### src/rtl/id_stage_pipe.sv
// rtl/id_stage_pipe.sv - RV32I decode stage with forwarding, load-use bubbles and a registered ID/EX output
//
// Purpose: decodes the instruction held in IF/ID, selects operands (regfile or
// forwarded), and registers the decoded op into ID/EX behind a valid/ready handshake.
// Optional feature macro: ID_STALL_CNT_EN (adds stall_cnt_o).
//
// Ports:
//   clk, rst                       clock, asynchronous active-low reset
//   if_valid_i / if_ready_o        instruction handshake from IF/ID
//   pc_i, inst_i                   instruction pc and word
//   reg{1,2}_read_o/_addr_o        combinational regfile read request
//   reg{1,2}_data_i                regfile read data
//   fwd_wreg_i/fwd_wd_i/fwd_wdata_i later-stage write ports, index 0 youngest
//   fwd0_load_i                    source 0 is a load whose data is not ready
//   flush_i                        kill input and ID/EX contents
//   ex_ready_i / ex_valid_o        ID/EX handshake toward EX
//   ex_*_o                         registered decoded op
//   stall_cnt_o                    (ID_STALL_CNT_EN) stalled-input cycle count

`ifndef ID_STAGE_PIPE_DEFS
`define ID_STAGE_PIPE_DEFS
`define AluOpBus      7:0
`define AluSelBus     2:0
`define EXE_NOP_OP    8'h00
`define EXE_ADD_OP    8'h01
`define EXE_SUB_OP    8'h02
`define EXE_SLL_OP    8'h03
`define EXE_SLT_OP    8'h04
`define EXE_SLTU_OP   8'h05
`define EXE_XOR_OP    8'h06
`define EXE_SRL_OP    8'h07
`define EXE_SRA_OP    8'h08
`define EXE_OR_OP     8'h09
`define EXE_AND_OP    8'h0A
`define EXE_LUI_OP    8'h0B
`define EXE_AUIPC_OP  8'h0C
`define EXE_JAL_OP    8'h40
`define EXE_JALR_OP   8'h41
`define EXE_RES_NOP    3'd0
`define EXE_RES_LOGIC  3'd1
`define EXE_RES_SHIFT  3'd2
`define EXE_RES_ARITH  3'd3
`define EXE_RES_MEM    3'd4
`define EXE_RES_BRANCH 3'd5
`define EXE_RES_JUMP   3'd6
`endif

module id_stage_pipe #(
  parameter int XLEN      = 32,
  parameter int REGADDR_W = 5,
  parameter int NUM_FWD   = 2
) (
  input  logic                         clk,
  input  logic                         rst,
  input  logic                         if_valid_i,
  output logic                         if_ready_o,
  input  logic [XLEN-1:0]              pc_i,
  input  logic [31:0]                  inst_i,
  output logic                         reg1_read_o,
  output logic                         reg2_read_o,
  output logic [REGADDR_W-1:0]         reg1_addr_o,
  output logic [REGADDR_W-1:0]         reg2_addr_o,
  input  logic [XLEN-1:0]              reg1_data_i,
  input  logic [XLEN-1:0]              reg2_data_i,
  input  logic [NUM_FWD-1:0]           fwd_wreg_i,
  input  logic [NUM_FWD*REGADDR_W-1:0] fwd_wd_i,
  input  logic [NUM_FWD*XLEN-1:0]      fwd_wdata_i,
  input  logic                         fwd0_load_i,
  input  logic                         flush_i,
  input  logic                         ex_ready_i,
  output logic                         ex_valid_o,
  output logic [`AluOpBus]             ex_aluop_o,
  output logic [`AluSelBus]            ex_alusel_o,
  output logic [XLEN-1:0]              ex_reg1_o,
  output logic [XLEN-1:0]              ex_reg2_o,
  output logic [XLEN-1:0]              ex_imm_o,
  output logic [XLEN-1:0]              ex_pc_o,
  output logic [REGADDR_W-1:0]         ex_wd_o,
  output logic                         ex_wreg_o,
  output logic                         ex_illegal_o
`ifdef ID_STALL_CNT_EN
  ,
  output logic [31:0]                  stall_cnt_o
`endif
);

  localparam logic [6:0] OPC_OP_IMM = 7'b0010011;
  localparam logic [6:0] OPC_OP     = 7'b0110011;
  localparam logic [6:0] OPC_LUI    = 7'b0110111;
  localparam logic [6:0] OPC_AUIPC  = 7'b0010111;
  localparam logic [6:0] OPC_LOAD   = 7'b0000011;
  localparam logic [6:0] OPC_STORE  = 7'b0100011;
  localparam logic [6:0] OPC_BRANCH = 7'b1100011;
  localparam logic [6:0] OPC_JAL    = 7'b1101111;
  localparam logic [6:0] OPC_JALR   = 7'b1100111;

  logic [6:0] opcode, funct7;
  logic [2:0] funct3;
  logic [REGADDR_W-1:0] rs1, rs2, rd;

  assign opcode = inst_i[6:0];
  assign funct3 = inst_i[14:12];
  assign funct7 = inst_i[31:25];
  assign rd     = REGADDR_W'(inst_i[11:7]);
  assign rs1    = REGADDR_W'(inst_i[19:15]);
  assign rs2    = REGADDR_W'(inst_i[24:20]);

  // Signed fragments; size casts below sign-extend them to XLEN.
  logic signed [11:0] imm_i12, imm_s12;
  logic signed [12:0] imm_b13;
  logic signed [20:0] imm_j21;
  logic signed [31:0] imm_u32;
  assign imm_i12 = inst_i[31:20];
  assign imm_s12 = {inst_i[31:25], inst_i[11:7]};
  assign imm_b13 = {inst_i[31], inst_i[7], inst_i[30:25], inst_i[11:8], 1'b0};
  assign imm_j21 = {inst_i[31], inst_i[19:12], inst_i[20], inst_i[30:21], 1'b0};
  assign imm_u32 = {inst_i[31:12], 12'b0};

  logic [`AluOpBus]  d_aluop;
  logic [`AluSelBus] d_alusel;
  logic [XLEN-1:0]   d_imm, op1_alt, op2_alt, op1, op2;
  logic              d_rd1, d_rd2, d_wreg, d_illegal;

  always_comb begin
    d_aluop   = `EXE_NOP_OP;
    d_alusel  = `EXE_RES_ARITH;
    d_imm     = '0;
    op1_alt   = '0;
    op2_alt   = '0;
    d_rd1     = 1'b0;
    d_rd2     = 1'b0;
    d_wreg    = (rd != '0);
    d_illegal = 1'b0;
    unique case (opcode)
      OPC_OP_IMM: begin
        d_rd1   = 1'b1;
        d_imm   = XLEN'(imm_i12);
        op2_alt = XLEN'(imm_i12);
        case (funct3)
          3'b000: d_aluop = `EXE_ADD_OP;
          3'b010: d_aluop = `EXE_SLT_OP;
          3'b011: d_aluop = `EXE_SLTU_OP;
          3'b100: begin d_aluop = `EXE_XOR_OP; d_alusel = `EXE_RES_LOGIC; end
          3'b110: begin d_aluop = `EXE_OR_OP;  d_alusel = `EXE_RES_LOGIC; end
          3'b111: begin d_aluop = `EXE_AND_OP; d_alusel = `EXE_RES_LOGIC; end
          default: begin
            // funct3 001/101: shifts; only inst[30] may be set, and only for SRAI.
            d_alusel = `EXE_RES_SHIFT;
            op2_alt  = XLEN'(inst_i[24:20]);
            if (funct3 == 3'b001)
              d_aluop = `EXE_SLL_OP;
            else
              d_aluop = inst_i[30] ? `EXE_SRA_OP : `EXE_SRL_OP;
            if (funct7 != {1'b0, inst_i[30] & funct3[2], 5'b0}) d_illegal = 1'b1;
          end
        endcase
      end
      OPC_OP: begin
        d_rd1 = 1'b1;
        d_rd2 = 1'b1;
        if (funct7 == 7'b0000000) begin
          case (funct3)
            3'b000: d_aluop = `EXE_ADD_OP;
            3'b001: begin d_aluop = `EXE_SLL_OP; d_alusel = `EXE_RES_SHIFT; end
            3'b010: d_aluop = `EXE_SLT_OP;
            3'b011: d_aluop = `EXE_SLTU_OP;
            3'b100: begin d_aluop = `EXE_XOR_OP; d_alusel = `EXE_RES_LOGIC; end
            3'b101: begin d_aluop = `EXE_SRL_OP; d_alusel = `EXE_RES_SHIFT; end
            3'b110: begin d_aluop = `EXE_OR_OP;  d_alusel = `EXE_RES_LOGIC; end
            default: begin d_aluop = `EXE_AND_OP; d_alusel = `EXE_RES_LOGIC; end
          endcase
        end else if (funct7 == 7'b0100000 && funct3 == 3'b000) begin
          d_aluop = `EXE_SUB_OP;
        end else if (funct7 == 7'b0100000 && funct3 == 3'b101) begin
          d_aluop  = `EXE_SRA_OP;
          d_alusel = `EXE_RES_SHIFT;
        end else begin
          d_illegal = 1'b1;
        end
      end
      OPC_LUI: begin
        d_aluop = `EXE_LUI_OP;
        d_imm   = XLEN'(imm_u32);
        op2_alt = XLEN'(imm_u32);
      end
      OPC_AUIPC: begin
        d_aluop = `EXE_AUIPC_OP;
        d_imm   = XLEN'(imm_u32);
        op1_alt = pc_i;
        op2_alt = XLEN'(imm_u32);
      end
      OPC_LOAD: begin
        d_rd1     = 1'b1;
        d_alusel  = `EXE_RES_MEM;
        d_imm     = XLEN'(imm_i12);
        d_aluop   = {5'b00100, funct3};
        d_illegal = (funct3 == 3'b011) || (funct3 == 3'b110) || (funct3 == 3'b111);
      end
      OPC_STORE: begin
        d_rd1     = 1'b1;
        d_rd2     = 1'b1;
        d_wreg    = 1'b0;
        d_alusel  = `EXE_RES_MEM;
        d_imm     = XLEN'(imm_s12);
        d_aluop   = {5'b00101, funct3};
        d_illegal = funct3[2] || (funct3 == 3'b011);
      end
      OPC_BRANCH: begin
        d_rd1     = 1'b1;
        d_rd2     = 1'b1;
        d_wreg    = 1'b0;
        d_alusel  = `EXE_RES_BRANCH;
        d_imm     = XLEN'(imm_b13);
        d_aluop   = {5'b00110, funct3};
        d_illegal = (funct3 == 3'b010) || (funct3 == 3'b011);
      end
      OPC_JAL, OPC_JALR: begin
        // Link value pc+4 is formed in EX from reg1/reg2; imm is the target offset.
        d_alusel  = `EXE_RES_JUMP;
        op1_alt   = pc_i;
        op2_alt   = XLEN'(4);
        d_aluop   = (opcode == OPC_JAL) ? `EXE_JAL_OP : `EXE_JALR_OP;
        d_imm     = (opcode == OPC_JAL) ? XLEN'(imm_j21) : XLEN'(imm_i12);
        d_illegal = (opcode == OPC_JALR) && (funct3 != 3'b000);
      end
      default: d_illegal = 1'b1;
    endcase
    if (d_illegal) begin
      // Illegal ops travel as harmless NOPs that read nothing, so they never stall.
      d_aluop  = `EXE_NOP_OP;
      d_alusel = `EXE_RES_NOP;
      d_wreg   = 1'b0;
      d_rd1    = 1'b0;
      d_rd2    = 1'b0;
      d_imm    = '0;
      op1_alt  = '0;
      op2_alt  = '0;
    end
  end

  assign reg1_read_o = d_rd1;
  assign reg2_read_o = d_rd2;
  assign reg1_addr_o = rs1;
  assign reg2_addr_o = rs2;

  // Descending scan so the lowest-index (youngest) match is the one that sticks.
  always_comb begin
    op1 = op1_alt;
    op2 = op2_alt;
    if (d_rd1) begin
      op1 = reg1_data_i;
      for (int k = NUM_FWD - 1; k >= 0; k--)
        if (fwd_wreg_i[k] && fwd_wd_i[k*REGADDR_W +: REGADDR_W] == rs1)
          op1 = fwd_wdata_i[k*XLEN +: XLEN];
      if (rs1 == '0) op1 = '0;
    end
    if (d_rd2) begin
      op2 = reg2_data_i;
      for (int k = NUM_FWD - 1; k >= 0; k--)
        if (fwd_wreg_i[k] && fwd_wd_i[k*REGADDR_W +: REGADDR_W] == rs2)
          op2 = fwd_wdata_i[k*XLEN +: XLEN];
      if (rs2 == '0) op2 = '0;
    end
  end

  logic [REGADDR_W-1:0] wd0;
  logic hazard, ld;
  assign wd0    = fwd_wd_i[REGADDR_W-1:0];
  assign hazard = fwd0_load_i && fwd_wreg_i[0] && (wd0 != '0) &&
                  ((d_rd1 && rs1 == wd0) || (d_rd2 && rs2 == wd0));
  assign ld         = !ex_valid_o || ex_ready_i;
  assign if_ready_o = flush_i || (ld && !hazard);

  always_ff @(posedge clk or negedge rst) begin
    if (!rst) begin
      ex_valid_o   <= 1'b0;
      ex_aluop_o   <= `EXE_NOP_OP;
      ex_alusel_o  <= `EXE_RES_NOP;
      ex_reg1_o    <= '0;
      ex_reg2_o    <= '0;
      ex_imm_o     <= '0;
      ex_pc_o      <= '0;
      ex_wd_o      <= '0;
      ex_wreg_o    <= 1'b0;
      ex_illegal_o <= 1'b0;
    end else if (flush_i) begin
      ex_valid_o <= 1'b0;
    end else if (ld && hazard) begin
      ex_valid_o <= 1'b0;
      ex_wreg_o  <= 1'b0;
    end else if (ld) begin
      ex_valid_o   <= if_valid_i;
      ex_aluop_o   <= d_aluop;
      ex_alusel_o  <= d_alusel;
      ex_reg1_o    <= op1;
      ex_reg2_o    <= op2;
      ex_imm_o     <= d_imm;
      ex_pc_o      <= pc_i;
      ex_wd_o      <= rd;
      ex_wreg_o    <= d_wreg && if_valid_i;
      ex_illegal_o <= d_illegal;
    end
  end

`ifdef ID_STALL_CNT_EN
  always_ff @(posedge clk or negedge rst) begin
    if (!rst)
      stall_cnt_o <= '0;
    else if (if_valid_i && !if_ready_o && stall_cnt_o != 32'hFFFF_FFFF)
      stall_cnt_o <= stall_cnt_o + 32'd1;
  end
`endif

endmodule
### config.mk
export PLATFORM = sky130hd
export DESIGN_NAME = id_stage_pipe
export DESIGN_NICKNAME = d
export VERILOG_FILES = /design/src/rtl/id_stage_pipe.sv
export SDC_FILE = /design/constraint.sdc
export NUM_CORES = 1
export LEC_CHECK = 0
export ABC_AREA = 1
export CORE_ASPECT_RATIO = 0.7
export CORE_MARGIN = 5
export CORE_UTILIZATION = 33
export CTS_BUF_LIST = sky130_fd_sc_hd__clkbuf_8
export CTS_CLUSTER_DIAMETER = 60
export DETAILED_ROUTE_END_ITERATION = 7
export GPL_TIMING_DRIVEN = 0
export PLACE_DENSITY_LB_ADDON = 0.25
export SYNTH_ARGS = -nofsm -noshare
export SYNTH_HDL_FRONTEND = slang
export SYNTH_SLANG_ARGS = --single-unit
### constraint.sdc
create_clock -name clk -period 2.6 [get_ports clk]
set_input_delay 0.39 -clock clk [delete_from_list [all_inputs] [get_ports clk]]
set_output_delay 0.39 -clock clk [all_outputs]
set_load 0.02 [all_outputs]
==> report_table.html <==
<table>
<tr><th>Metric</th><th>Value</th></tr>
<tr><th colspan="2">Global route</th></tr>
<tr><td>GRT Resource Usage Total</td><td>29.31%</td></tr>
<tr><td>Via count of the first global-routing pass</td><td>12310</td></tr>
<tr><td>GRT overflow</td><td>0</td></tr>
<tr><td>Pin count of the biggest net entering global routing</td><td>90</td></tr>
<tr><td>Number of antenna violations at the first check in global routing</td><td>5</td></tr>
<tr><td>Global-route wire length before repair</td><td>75710 um</td></tr>
<tr><th colspan="2">STA</th></tr>
<tr><td>Final period utilization</td><td>98.11%</td></tr>
<tr><td>Maximum clock skew at final layout</td><td>0.01672 ns</td></tr>
<tr><td>Time the final worst path needs with I/O delays and setup</td><td>2.551 ns</td></tr>
<tr><td>Slew Viols, Final</td><td>0</td></tr>
<tr><td>Min setup slack post-route</td><td>0.04915 ns</td></tr>
<tr><td>Transition time at the pin with the least slew margin</td><td>0.8623 ns</td></tr>
<tr><td>Peak Freq</td><td>392.0 MHz</td></tr>
<tr><td>Slew Limit Headroom</td><td>42.07%</td></tr>
<tr><td>Setup repair after global routing missed its margin</td><td>true</td></tr>
<tr><td>Hold Fails Final Rpt</td><td>0</td></tr>
<tr><td>Setup-failing EPs final</td><td>0</td></tr>
<tr><th colspan="2">Yosys</th></tr>
<tr><td>Syn_nets</td><td>1857</td></tr>
<tr><td>Count leader, synth</td><td>sky130_fd_sc_hd__nand2_1</td></tr>
<tr><td>Number of flops mapped to enable cells by yosys</td><td>0</td></tr>
<tr><td>Share of the synthesized area in the top cell type</td><td>35.73%</td></tr>
<tr><td>Most instantiated cells after synthesis</td><td>sky130_fd_sc_hd__nand2_1 (629), sky130_fd_sc_hd__nand3_1 (194), sky130_fd_sc_hd__nor2_1 (182)</td></tr>
<tr><td>Most instantiated flip-flop cell in the synthesis netlist</td><td>sky130_fd_sc_hd__dfrtp_1</td></tr>
<tr><td>Cell area after technology mapping</td><td>10220 um2</td></tr>
<tr><td>Ranking of synthesized cells by area</td><td>sky130_fd_sc_hd__dfrtp_1 (36%), sky130_fd_sc_hd__nand2_1 (23%), sky130_fd_sc_hd__nand3_1 (9.5%)</td></tr>
<tr><td>Number of flip-flops and latches in the synthesized netlist</td><td>146</td></tr>
<tr><td>Sequential cell area fraction in the yosys report</td><td>35.73%</td></tr>
<tr><td>Async set-or-reset flop fraction in the synthesized netlist</td><td>100.0%</td></tr>
<tr><td>Yosys Warn Count</td><td>0</td></tr>
<tr><td>Distinct cell type count of the synthesized netlist</td><td>43</td></tr>
<tr><td>Number of standard cells after synthesis</td><td>1644</td></tr>
<tr><td>Most area-hungry cell type in the Yosys netlist</td><td>sky130_fd_sc_hd__dfrtp_1</td></tr>
<tr><td>Syn avg cell area</td><td>6.219 um2</td></tr>
<tr><th colspan="2">Place</th></tr>
<tr><td>Number of buffers added on ports</td><td>364</td></tr>
<tr><td>Final Wtd Congestion</td><td>0.9666</td></tr>
<tr><td>Place WS</td><td>-1.211 ns</td></tr>
<tr><td>Detailed Place HPWL</td><td>42250 um</td></tr>
<tr><td>DP Cell Count</td><td>2421</td></tr>
<tr><th colspan="2">Detailed routing</th></tr>
<tr><td>Post-detailed-route count of antenna-violating nets</td><td>0</td></tr>
<tr><td>Detailed-route wire length on metal 1</td><td>23930 um</td></tr>
<tr><td>Highest metal layer with signal wires</td><td>met5</td></tr>
<tr><td>Number of vias after detailed routing</td><td>12860</td></tr>
<tr><td>Post-Route WL</td><td>52560 um</td></tr>
<tr><td>Met2 wire length</td><td>22430 um</td></tr>
<tr><td>1st-pass router iterations</td><td>6</td></tr>
<tr><td>Met3 wire length</td><td>5226 um</td></tr>
<tr><td>Wire length per cell</td><td>21.22 um</td></tr>
<tr><td>Number of DRC violations after detailed routing</td><td>0</td></tr>
<tr><td>Number of violations reported at the end of detailed-routing iteration 0</td><td>1350</td></tr>
<tr><td>Avg Vias per Cell</td><td>5.193</td></tr>
<tr><th colspan="2">Power</th></tr>
<tr><td>Maximum vdd drop</td><td>0.2994 mV</td></tr>
<tr><td>Part of the total power dissipated in combinational logic</td><td>26.3%</td></tr>
<tr><td>Power Total</td><td>5.686 mW</td></tr>
<tr><td>Switching power as a share of total power</td><td>34.95%</td></tr>
<tr><td>Sequential group share of total power</td><td>42.2%</td></tr>
<tr><td>Net load switching power</td><td>1.987 mW</td></tr>
<tr><td>Power density over the cells</td><td>375.1 nW/um2</td></tr>
<tr><td>Leakage Power</td><td>7.784 nW</td></tr>
<tr><td>Clock network fraction of design power</td><td>31.5%</td></tr>
<tr><td>Cell Int Power</td><td>3.699 mW</td></tr>
<tr><th colspan="2">Die</th></tr>
<tr><td>Cell Rows</td><td>53</td></tr>
<tr><td>Die boundary width</td><td>220.4 um</td></tr>
<tr><td>Full die area</td><td>34660 um2</td></tr>
<tr><td>Io pins</td><td>370</td></tr>
<tr><td>Core region area</td><td>30310 um2</td></tr>
<tr><td>Effective utilization at floorplan</td><td>33.74%</td></tr>
<tr><td>Height of the die</td><td>157.3 um</td></tr>
<tr><th colspan="2">Worst hold path</th></tr>
<tr><td>HP Class</td><td>input port to flop</td></tr>
<tr><td>Cell count of the worst hold path</td><td>5</td></tr>
<tr><th colspan="2">Setup path</th></tr>
<tr><td>Cells on worst reg2reg path</td><td>7</td></tr>
<tr><td>Category of the most critical setup path</td><td>input port to primary output</td></tr>
<tr><td>Worst Path Max Fanout</td><td>10</td></tr>
<tr><td>Worst Setup End Kind</td><td>primary output</td></tr>
<tr><td>Element type at the critical path start</td><td>input port</td></tr>
<tr><td>Critical path data required time</td><td>2.21 ns</td></tr>
<tr><td>Worst path arrival time</td><td>2.16 ns</td></tr>
<tr><th colspan="2">Clock tree</th></tr>
<tr><td>Number of clock buffers inserted by TritonCTS</td><td>17</td></tr>
<tr><td>TritonCTS clock tree</td><td>built</td></tr>
<tr><td>Clock-pin transition on the worst setup and hold timing paths</td><td>0.10 ns</td></tr>
<tr><td>Clock root cell</td><td>sky130_fd_sc_hd__clkbuf_8</td></tr>
<tr><td>H-Tree Depth</td><td>4</td></tr>
<tr><td>Max Root-Sink Buffers</td><td>2</td></tr>
<tr><td>Clock latency on the worst-skew pair</td><td>0.51 ns</td></tr>
<tr><td>Number of clock sinks</td><td>146</td></tr>
<tr><th colspan="2">Layout</th></tr>
<tr><td>Area added between synthesis and finish</td><td>48.26%</td></tr>
<tr><td>Fin nets</td><td>2264</td></tr>
<tr><td>Share of the core filled with cells</td><td>50.02%</td></tr>
<tr><td>Layout cell share with drive strength beyond 1</td><td>9.641%</td></tr>
<tr><td>Number of standard cells in the layout, taps in and fillers out</td><td>2477</td></tr>
<tr><th colspan="2">Flow run</th></tr>
<tr><td>Max Cap Viol</td><td>0</td></tr>
<tr><th colspan="2">Outcome</th></tr>
<tr><td>Outcome</td><td>completed</td></tr>
</table>
-- critical path: stages --
cell and delay, ns:
sky130_fd_sc_hd__dlygate4sd2_1 0.25, sky130_fd_sc_hd__nand2_4 0.12, sky130_fd_sc_hd__nor2_4 0.07, sky130_fd_sc_hd__buf_4 0.14, sky130_fd_sc_hd__nand3_1 0.08, sky130_fd_sc_hd__nand2_1 0.07, sky130_fd_sc_hd__inv_2 0.07, sky130_fd_sc_hd__nand3_4 0.10
sky130_fd_sc_hd__nor2_8 0.18, sky130_fd_sc_hd__inv_2 0.14, sky130_fd_sc_hd__nor2_4 0.15, sky130_fd_sc_hd__buf_4 0.18, sky130_fd_sc_hd__buf_2 0.20
-- layer usage --
metal | vias up | GRT usage, %
li1 | 6081 | -
met1 | 6113 | 42.23
met2 | 609 | 43.76
met3 | 56 | 8.248
met4 | 4 | 6.801
met5 | - | 0
-- layout by cell type (no fill, tap or decap), drive strengths merged --
| cell type | Yosys | routed |
|---|---|---|
| ha | 3 | 3 |
| or4 | 1 | 1 |
| inv | 107 | 115 |
| nor3 | 9 | 9 |
| a31oi | 2 | 2 |
| conb | 1 | 1 |
| a211oi | 1 | 1 |
| clkinvlp | 0 | 2 |
| nor4 | 1 | 1 |
| dfrtp | 146 | 146 |
| o2111ai | 1 | 1 |
| nor3b | 1 | 1 |
| clkdlybuf4s50 | 0 | 334 |
| a311oi | 1 | 1 |
| nand3 | 196 | 196 |
| and3 | 1 | 1 |
| clkinv | 3 | 7 |
| nor2 | 191 | 191 |
| o21ai | 138 | 138 |
| buf | 67 | 101 |
| diode | 0 | 1 |
| nand2 | 632 | 632 |
| dlygate4sd2 | 0 | 9 |
| xor2 | 6 | 6 |
| clkbuf | 51 | 75 |
| a21oi | 35 | 35 |
| o31ai | 1 | 1 |
| dlygate4sd3 | 0 | 1 |
| or2 | 2 | 2 |
| a22oi | 5 | 5 |
| o22ai | 3 | 3 |
| nand4 | 36 | 36 |
| a21o | 3 | 3 |
| clkdlybuf4s15 | 0 | 2 |
| dlymetal6s2s | 0 | 2 |
-- what timing repair did --
item / 4_1_cts / 5_1_grt
endpoints found under the setup margin: 127 / 61
hold buffers: 1 / 0
setup buffers: 18 / 5
pin swaps: 14 / 8
endpoints found under the hold margin: 57 / 0
resized for setup: 127 / 44
-- area by class of cell --
cell class,count,area (um2)
sequential,146,3654
clock inverter,14,117.6
clock buffer,18,247.7
inverter,110,417.9
multi-input combinational,1270,5781
tap,412,515.5
buffer,117,643.1
timing repair buffer,389,3781
antenna,1,2.502
fill,3205,15150
-- metrics by stage --
step / cell area (um2) / TNS (ns) / hold WS, ns
after floorplan: 10220 / 0 / 0.09441
after detailed placement: 14410 / -96.86 / 0.4067
final: 15160 / 0 / 0.3573
after CTS: 15080 / 0 / 0.3308
after global placement: 14380 / -857.59 / 0.4544
after global routing: 15160 / -0.02825 / 0.3826
-- power groups by stage --
stage	combinational (mW)	sequential [mW]	clock, mW
floorplan	0.499	2.54	0
global placement	1.44	2.45	0
detailed placement	1.44	2.44	0
CTS	1.47	2.40	1.83
global route	1.60	2.41	1.93
finish	1.49	2.40	1.79
-- flip-flops by register name (all words and copies together) (netlist names) --
name          flops
ex_valid_o        1
ex_wd_o           5
ex_aluop_o        7
ex_reg1_o        32
ex_wreg_o         1
ex_illegal_o      1
ex_imm_o         32
ex_reg2_o        32
ex_pc_o          32
ex_alusel_o       3
-- path summary, 6_finish.rpt --
path | startpoint | endpoint | slack (ns)
max | inst_i[1] | reg1_read_o | 0.05
min | inst_i[25] | ex_reg2_o[5] | 0.36
max reg2reg | ex_valid_o | ex_reg2_o[3] | 0.14
min reg2reg | ex_reg2_o[13] | ex_reg2_o[13] | 0.47
max in group asynchronous | rst | ex_pc_o[28] | 1.29
min in group asynchronous | rst | ex_reg2_o[1] | 0.43
-- cell families after synthesis --
kind of cell | synth area share, %
simple gates | 43.47
other cells | 0.03668
flops | 35.73
buf+inv | 10.13
compound gates | 9.753
fa+ha+maj | 0.3671
xor+xnor | 0.5139
Note: power is estimated with default switching activity, not from simulation.
